[config.mk]
export PLATFORM = sky130hd
export DESIGN_NAME = ad_ddr_wr_sched
export DESIGN_NICKNAME = d
export VERILOG_FILES = /design/src/rtl/ad_ddr_pkg.sv /design/src/rtl/ad_ddr_addr_gen.sv /design/src/rtl/ad_ddr_wr_sched.sv
export SDC_FILE = /design/constraint.sdc
export NUM_CORES = 1
export LEC_CHECK = 0
export ABC_CLOCK_PERIOD_IN_PS = 7100
export CAP_MARGIN = 20
export CELL_PAD_IN_SITES_DETAIL_PLACEMENT = 0
export CELL_PAD_IN_SITES_GLOBAL_PLACEMENT = 1
export CORE_UTILIZATION = 35
export CTS_CLUSTER_DIAMETER = 120
export CTS_CLUSTER_SIZE = 40
export DETAILED_ROUTE_END_ITERATION = 12
export PLACE_DENSITY_LB_ADDON = 0.1
export SLEW_MARGIN = 25
export SYNTH_ARGS = -nofsm -noshare
export SYNTH_HDL_FRONTEND = slang
export SYNTH_SLANG_ARGS = --single-unit
[constraint.sdc]
create_clock -name ddr_clk -period 7.1 [get_ports ddr_clk]
set_input_delay 1.42 -clock ddr_clk [delete_from_list [all_inputs] [get_ports ddr_clk]]
set_output_delay 1.42 -clock ddr_clk [all_outputs]
set_load 0.01 [all_outputs]
[src/rtl/ad_ddr_pkg.sv]
// Shared types and constants for the DDR capture write scheduler.
package ad_ddr_pkg;

    localparam int AVL_SIZE_W = 7;
    localparam int DATA_W     = 32;

    typedef enum logic [1:0] {
        ST_IDLE,
        ST_ARM,
        ST_BURST,
        ST_FLUSH
    } state_t;

endpackage

[src/rtl/ad_ddr_addr_gen.sv]
// Capture-region address generator: current burst address, region wrap and sticky wrapped flag.
module ad_ddr_addr_gen
    import ad_ddr_pkg::*;
#(
    parameter int ADDR_W       = 25,
    parameter int BASE_ADDR    = 0,
    parameter int REGION_WORDS = 1 << 20
) (
    input  logic                  ddr_clk,
    input  logic                  reset_ayn,
    input  logic                  restart,
    input  logic                  advance,
    input  logic [AVL_SIZE_W-1:0] size,
    output logic [ADDR_W-1:0]     cur_addr,
    output logic                  wrapped
);

    // One extra bit so a region ending exactly at the top of the address space still compares correctly.
    localparam logic [ADDR_W:0]   LIMIT = (ADDR_W+1)'(BASE_ADDR + REGION_WORDS);
    localparam logic [ADDR_W-1:0] BASE  = ADDR_W'(BASE_ADDR);

    logic [ADDR_W:0] next_sum;

    assign next_sum = {1'b0, cur_addr} + (ADDR_W+1)'(size);

    always_ff @(posedge ddr_clk or posedge reset_ayn) begin
        if (reset_ayn) begin
            cur_addr <= BASE;
            wrapped  <= 1'b0;
        end else if (restart) begin
            cur_addr <= BASE;
            wrapped  <= 1'b0;
        end else if (advance) begin
            if (next_sum >= LIMIT) begin
                cur_addr <= BASE;
                wrapped  <= 1'b1;
            end else begin
                cur_addr <= next_sum[ADDR_W-1:0];
            end
        end
    end

endmodule

[src/rtl/ad_ddr_wr_sched.sv]
// Moves sample-FIFO words into a DDR ring buffer as Avalon bursts.
// Optional statistics counters (burst_cnt, underflow_cnt) with AD_DDR_WR_STATS_EN defined.
//
// state    | meaning
// ST_IDLE  | waiting for a full burst of samples, or for leftover data once capture stops
// ST_ARM   | one cycle to latch burst address and full burst size
// ST_BURST | streaming a full-size burst
// ST_FLUSH | streaming a short final burst after capture stopped
module ad_ddr_wr_sched
    import ad_ddr_pkg::*;
#(
    parameter int BURST_LEN    = 16,
    parameter int ADDR_W       = 25,
    parameter int BASE_ADDR    = 0,
    parameter int REGION_WORDS = 1 << 20
) (
    input  logic                  ddr_clk,
    input  logic                  reset_ayn,
    input  logic                  cap_en,
    input  logic [9:0]            fifo_usedw,
    input  logic                  fifo_empty,
    input  logic [DATA_W-1:0]     fifo_q,
    output logic                  fifo_rdreq,
    input  logic                  avl_ready,
    output logic                  avl_write_req,
    output logic                  avl_burstbegin,
    output logic [ADDR_W-1:0]     avl_addr,
    output logic [AVL_SIZE_W-1:0] avl_size,
    output logic [DATA_W-1:0]     avl_wdata,
    output logic [ADDR_W-1:0]     wr_ptr,
    output logic                  wrapped,
    output logic                  busy
`ifdef AD_DDR_WR_STATS_EN
    ,
    output logic [31:0]           burst_cnt,
    output logic [15:0]           underflow_cnt
`endif
);

    localparam logic [AVL_SIZE_W-1:0] BL       = AVL_SIZE_W'(BURST_LEN);
    localparam logic [9:0]            BL_USEDW = 10'(BURST_LEN);

    state_t                  state, state_nxt;
    logic                    cap_en_q;
    logic                    cap_rise;
    logic                    in_burst;
    logic                    beat_acc;
    logic                    burst_done;
    logic [AVL_SIZE_W-1:0]   beat_cnt;
    logic [AVL_SIZE_W-1:0]   flush_size;
    logic [ADDR_W-1:0]       cur_addr;

    // cap_en is only looked at in IDLE, so its edge history is only tracked there too.
    assign cap_rise       = (state == ST_IDLE) && cap_en && !cap_en_q;
    assign in_burst       = (state == ST_BURST) || (state == ST_FLUSH);
    assign avl_write_req  = in_burst && !fifo_empty;
    assign beat_acc       = avl_write_req && avl_ready;
    assign fifo_rdreq     = beat_acc;
    assign avl_burstbegin = avl_write_req && (beat_cnt == '0);
    assign avl_wdata      = in_burst ? fifo_q : '0;
    assign burst_done     = beat_acc && (beat_cnt == avl_size - AVL_SIZE_W'(1));
    assign busy           = (state != ST_IDLE);
    assign wr_ptr         = cur_addr;

    // A non-empty FIFO holds at least one word even if usedw lags behind.
    always_comb begin
        flush_size = BL;
        if (fifo_usedw < BL_USEDW) begin
            flush_size = (fifo_usedw == '0) ? AVL_SIZE_W'(1) : fifo_usedw[AVL_SIZE_W-1:0];
        end
    end

    always_comb begin
        state_nxt = state;
        case (state)
            ST_IDLE: begin
                if (cap_en && (fifo_usedw >= BL_USEDW)) begin
                    state_nxt = ST_ARM;
                end else if (!cap_en && !fifo_empty) begin
                    state_nxt = ST_FLUSH;
                end
            end
            ST_ARM:   state_nxt = ST_BURST;
            ST_BURST,
            ST_FLUSH: begin
                if (burst_done) begin
                    state_nxt = ST_IDLE;
                end
            end
            default:  state_nxt = ST_IDLE;
        endcase
    end

    always_ff @(posedge ddr_clk or posedge reset_ayn) begin
        if (reset_ayn) begin
            state    <= ST_IDLE;
            cap_en_q <= 1'b0;
            beat_cnt <= '0;
            avl_addr <= '0;
            avl_size <= '0;
        end else begin
            state <= state_nxt;
            if (state == ST_IDLE) begin
                cap_en_q <= cap_en;
            end
            if (burst_done) begin
                beat_cnt <= '0;
            end else if (beat_acc) begin
                beat_cnt <= beat_cnt + AVL_SIZE_W'(1);
            end
            if (state == ST_ARM) begin
                avl_addr <= cur_addr;
                avl_size <= BL;
            end else if ((state == ST_IDLE) && (state_nxt == ST_FLUSH)) begin
                avl_addr <= cur_addr;
                avl_size <= flush_size;
            end
        end
    end

    ad_ddr_addr_gen #(
        .ADDR_W       (ADDR_W),
        .BASE_ADDR    (BASE_ADDR),
        .REGION_WORDS (REGION_WORDS)
    ) u_addr_gen (
        .ddr_clk   (ddr_clk),
        .reset_ayn (reset_ayn),
        .restart   (cap_rise),
        .advance   (burst_done),
        .size      (avl_size),
        .cur_addr  (cur_addr),
        .wrapped   (wrapped)
    );

`ifdef AD_DDR_WR_STATS_EN
    always_ff @(posedge ddr_clk or posedge reset_ayn) begin
        if (reset_ayn) begin
            burst_cnt     <= '0;
            underflow_cnt <= '0;
        end else begin
            if (cap_rise) begin
                burst_cnt <= '0;
            end else if (burst_done && (burst_cnt != '1)) begin
                burst_cnt <= burst_cnt + 32'd1;
            end
            if (in_burst && fifo_empty && (underflow_cnt != '1)) begin
                underflow_cnt <= underflow_cnt + 16'd1;
            end
        end
    end
`endif

endmodule

* After elaboration in Yosys (flattened, before gate mapping)
Index checks and enable logic that the tools add are counted.
Operators by class: add/sub/neg operators 3, $lt $le $gt $ge 3, eq/ne operators 5, multiplexer cells 19, reductions and logical operators 23
Operators with widths (number):
- $mux W25 | 5
- $mux W7 | 6
- $mux W32 | 1
- $add A25 B7 Y26 | 1
- $ge A26 B21 Y1 const B | 1
- $ge A10 B5 Y1 const B | 1
- $logic_not A10 Y1 | 1
- $lt A10 B5 Y1 const B | 1
- $reduce_bool A2 Y1 | 5
- $logic_and A1 B1 Y1 | 9
- $add A7 B1 Y7 const B | 1
- $eq A7 B7 Y1 | 1
- $logic_not A7 Y1 | 1
- $sub A7 B1 Y7 const B | 1
- $eq A2 B2 Y1 const B | 3
- $mux W2 | 3
- $pmux W2 S3 | 1
- $logic_not A1 Y1 | 3
- $mux W1 | 3
- $eq A2 B1 Y1 const B | 1
- $logic_not A2 Y1 | 1
- $reduce_and A2 Y1 | 1
- $reduce_or A2 Y1 | 1
- $logic_or A1 B1 Y1 | 1
Word-level totals: register bits after elaboration 68, output and inout bits 94, word-level logic and storage cells 60

* Longest topological paths before layout
depth in word-level cells 11, depth in mapped cells 11, depth with buffers taken out 9

* Modules after synthesis
A second synthesis with hierarchy kept.
Unflattened totals: cell total of the unflattened synthesis 424, area total of the unflattened synthesis 3789.9 µm²
By module, submodules not included:
- ad_ddr_wr_sched | instances 1, cells an instance 247, area each 2119.5 µm², sequential area each 1051.0 µm²
- ad_ddr_addr_gen | instances 1, cells an instance 177, area each 1670.4 µm², sequential area each 650.6 µm²

* Worst setup path before layout
Ideal clock, no wire load.
path type input port to output port, start input fifo_empty, end output avl_burstbegin, arrival 1937 ps, required time 5680 ps, slack 3743 ps, stages 2, buffers on the path 0, cells stage by stage nor2b_1 > and4b_1
On the way: cells in the longest elaborated chain, start to end 3
Ends and longest elaborated chain:
- from (decl) | line ad_ddr_wr_sched.sv:21 | input logic fifo_empty,
- $logic_not A1 Y1 | line ad_ddr_wr_sched.sv:56 | assign avl_write_req = in_burst && !fifo_empty;
- $logic_and A1 B1 Y1 | line ad_ddr_wr_sched.sv:56
- $logic_and A1 B1 Y1 | line ad_ddr_wr_sched.sv:59 | assign avl_burstbegin = avl_write_req && (beat_cnt == '0);
- to (decl) | line ad_ddr_wr_sched.sv:26 | output logic avl_burstbegin,
No other way between the ends.

* Final worst setup path
start input fifo_empty, end output fifo_rdreq
On the way: cells in the longest elaborated chain, start to end 3
Ends and longest elaborated chain:
- $logic_not A1 Y1 | line ad_ddr_wr_sched.sv:56
- $logic_and A1 B1 Y1 | line ad_ddr_wr_sched.sv:56
- $logic_and A1 B1 Y1 | line ad_ddr_wr_sched.sv:57 | assign beat_acc = avl_write_req && avl_ready;
- to (decl) | line ad_ddr_wr_sched.sv:23 | output logic fifo_rdreq,
No other way between the ends.

==> key figures <==
Run status
  – Status: completed

STA
  – Final worst clock skew: 0.0168 ns
  – Max-slew violation count: 0
  – Final WS setup: between 2 and 3 ns
  – Setup TNS Final: 0 ns
  – Slew HR: 39.9%
  – RSZ-0062 raised after global routing: no
  – Max Clock Freq: 0.233 GHz
  – Post-route minimum period: ~4.3 ns
  – Min Hold Slack: 0.474 ns
  – Endpoints failing setup: 0
  – Final Hold Fails: 0
  – Measured slew at the worst slew-check pin: approximately 0.9 ns
  – Final period util: between 60% and 70%

Synthesis
  – Syn Nets: ~500
  – Post-synthesis cell type count: 55
  – Share of the synthesized area in the top cell type: between 40 and 50%
  – Largest cells by area after synthesis: dfrtp_1, nand2_1, and2_1
  – Async S/R FF share, synth: 100%
  – FF+latch count, synth: 68
  – Post-synth EDFFs: 0
  – Ys flop type: dfrtp_1
  – Gate Count Post-Synth: 439
  – Leading area contributor after synthesis: dfrtp_1
  – Post-synthesis sequential area ratio: 44.1%
  – Mapped cell area: 0.00385 mm²
  – Yosys warns: 0
  – Mean Syn Cell Area: 8.78 µm²

Clocking
  – Clk_lat worst skew: 0.36 ns
  – Post-CTS setup buffers: 0
  – CTS Buf Count: 9
  – Clock Tree Buf Depth: 2
  – Clock Sinks: 68
  – CTS H-Tree Depth: 3
  – Clk pin slew, worst setup/hold paths: 0.07 ns
  – Cts repair resizes: 0
  – CTS tree: yes
  – # hold bufs at CTS: 0
  – CTS root buf: clkbuf_8

Layout
  – Final Non-Filler Cells: 712
  – Synthesis-to-layout area growth: 44.4%
  – Fin util: around 53%
  – Share of layout cells above drive strength 1: 5.56%
  – ANT cells: 0
  – Nets: 630

Detailed routing
  – DRC: 0
  – First-pass DRT Iterations: 4
  – Wirelength per Cell: around 15 µm
  – Vias: around 3,600
  – Post-Route WL: 10.9 mm
  – Antenna-violating nets left: 0
  – DRT iter0 DRCs: ~190
  – Via-to-Cell Ratio: 5.11

Critical path
  – Critical Path End Type: output port
  – Setup CP Type: primary input to output port
  – Crit-path cells: clkdlybuf4s50_1, nor2b_1, nand2_1, inv_2, clkdlybuf4s50_1
  – WP data required: 5.68 ns
  – Critical Path Slowest Stage Cell: clkdlybuf4s50_1
  – Critical Path Most Common Cell: clkdlybuf4s50_1
  – Critical path fanouts, max: 7
  – Crit path arrival time: 2.87 ns
  – Worst setup SP type: primary input
  – Biggest cell delay along the critical path: approximately 0.55 ns
  – R2R cell count: 9

Place
  – DP Wirelength: 7.89 mm
  – GP Congestion: 0.822
  – Place WS: 2.82 ns
  – Number of I/O port buffers: 140
  – Dpl cells: 697

Die
  – Ports: 141
  – Die W: 107 µm
  – Core area: 0.0105 mm²
  – Die height: 107 µm
  – Initial core utilization: 36.7%
  – # rows: 37
  – Die Footprint: ~0.011 mm²

GRT
  – Initial antenna violation count: 0
  – GRT Overall Usage: between 20% and 30%
  – Overflow after GRT: 0
  – Maximum number of pins on one net before global-route repair: 69
  – Global-route wire length before repair: roughly 18 mm
  – Vias in the first global route: 3,525

Pwr
  – Comb pwr share: 26.6%
  – Sw frac: 30.3%
  – Seq pwr share: 42.7%
  – Clock power share: 30.7%
  – Switching power: 0.000341 W
  – Internal: 0.000785 W
  – Pwr/cell area: 202 mW/mm²
  – Worst vdd rail ir drop: 104 µV
  – Leakage: 2.44 nW

Worst hold path
  – Worst hold stages: 2
  – Worst hold path class: register to register

Run
  – Maxcap violations: 0
final timing paths:
kind	endpoint	startpoint	slack (ns)
setup / recovery	fifo_rdreq	fifo_empty	2.81
hold / removal	avl_addr[0]	avl_addr[0]	0.47
setup reg to reg	u_addr_gen.cur_addr[10]	avl_size[0]	3.73
hold reg to reg	avl_addr[0]	avl_addr[0]	0.47
max in group asynchronous	beat_cnt[1]	reset_ayn	4.88
min in group asynchronous	avl_addr[7]	reset_ayn	1.64
synthesized netlist by cell type (all sizes together), types with 2 or more instances:
cell,count
a211o,7
a211oi,3
a21o,7
a21oi,12
a22o,6
and2,40
buf,8
clkbuf,13
dfrtp,68
ha,10
inv,11
mux2i,2
nand2,99
nand2b,2
nand3,8
nand4,8
nor2,30
nor2b,2
nor3,10
nor3b,3
nor4,9
o211ai,2
o21a,2
o21ai,20
o22ai,7
o2bb2ai,3
o31ai,5
or2,3
or3,3
or4,3
xnor2,7
xor2,11
sequential cells by signal (all words and copies together), names as in the netlist:
| signal | cells |
|---|---|
| state | 2 |
| u_addr_gen.wrapped | 1 |
| u_addr_gen.cur_addr | 25 |
| beat_cnt | 7 |
| avl_size | 7 |
| cap_en_q | 1 |
| avl_addr | 25 |
kinds of logic (layout without fill, tap and decap cells):
kind of cell	count (synthesis)	in the layout	synth area share (%)
and+or+nand+nor	225	225	28.5
muxes	3	3	0.811
buffers and inverters	32	169	3.47
DFF	68	68	44.1
xor gates and xnor gates	18	18	4.09
adders and majority gates	11	11	3.77
AOI/OAI and AO/OA	82	82	15.2
worst max-delay path, delay by kind of cell:
kind / cells / cell delay (ns)
buffers and inverters: 3 / 1.12
and+or+nand+nor: 2 / 0.33
final cells by class:
type                            instances  area (µm²)
Tap cell                              136         170
Timing Repair Buffer                  143        1420
Multi-Input combinational cell        339        2020
Fill cell                             989        4940
Sequential cell                        68        1700
Clock buffer                           10         128
Inverter                               11        41.3
Clock inverter                          5        77.6
power by group through the flow:
stage	Combinational (W)	Clock, W	Sequential (W)
after CTS	0.000302	0.000350	0.000480
after floorplan	0.000179	0	0.000477
after global placement	0.000296	0	0.000488
after detailed placement	0.000300	0	0.000487
final	0.000299	0.000346	0.000481
after global routing	0.000332	0.000371	0.000490
layer usage:
metal,GRT usage [%],vias up,routed length [µm]
li1,-,1781,-
met1,25.5,1716,4830
met2,32.2,127,5190
met3,6.02,12,706
met4,6.75,0,178
met5,0,-,0
per-stage QoR:
step	area (µm²)	total power, W
global route	5570	0.00119
global placement	5360	0.000784
CTS	5570	0.00113
floorplan	3850	0.000656
finish	5570	0.00113
detailed placement	5360	0.000788
cells in the final DEF, fill, tap and decap left out, drive strengths merged, types with 6 or more instances in the layout:
| cell type | Yosys | routed |
|---|---|---|
| a211o | 7 | 7 |
| a21o | 7 | 7 |
| a21oi | 12 | 12 |
| a22o | 6 | 6 |
| and2 | 40 | 40 |
| clkbuf | 13 | 10 |
| clkdlybuf4s50 | 0 | 140 |
| dfrtp | 68 | 68 |
| ha | 10 | 10 |
| inv | 11 | 11 |
| nand2 | 99 | 99 |
| nand3 | 8 | 8 |
| nand4 | 8 | 8 |
| nor2 | 30 | 30 |
| nor3 | 10 | 10 |
| nor4 | 9 | 9 |
| o21ai | 20 | 20 |
| o22ai | 7 | 7 |
| xnor2 | 7 | 7 |
| xor2 | 11 | 11 |
Power figures use the tool's default switching activity.
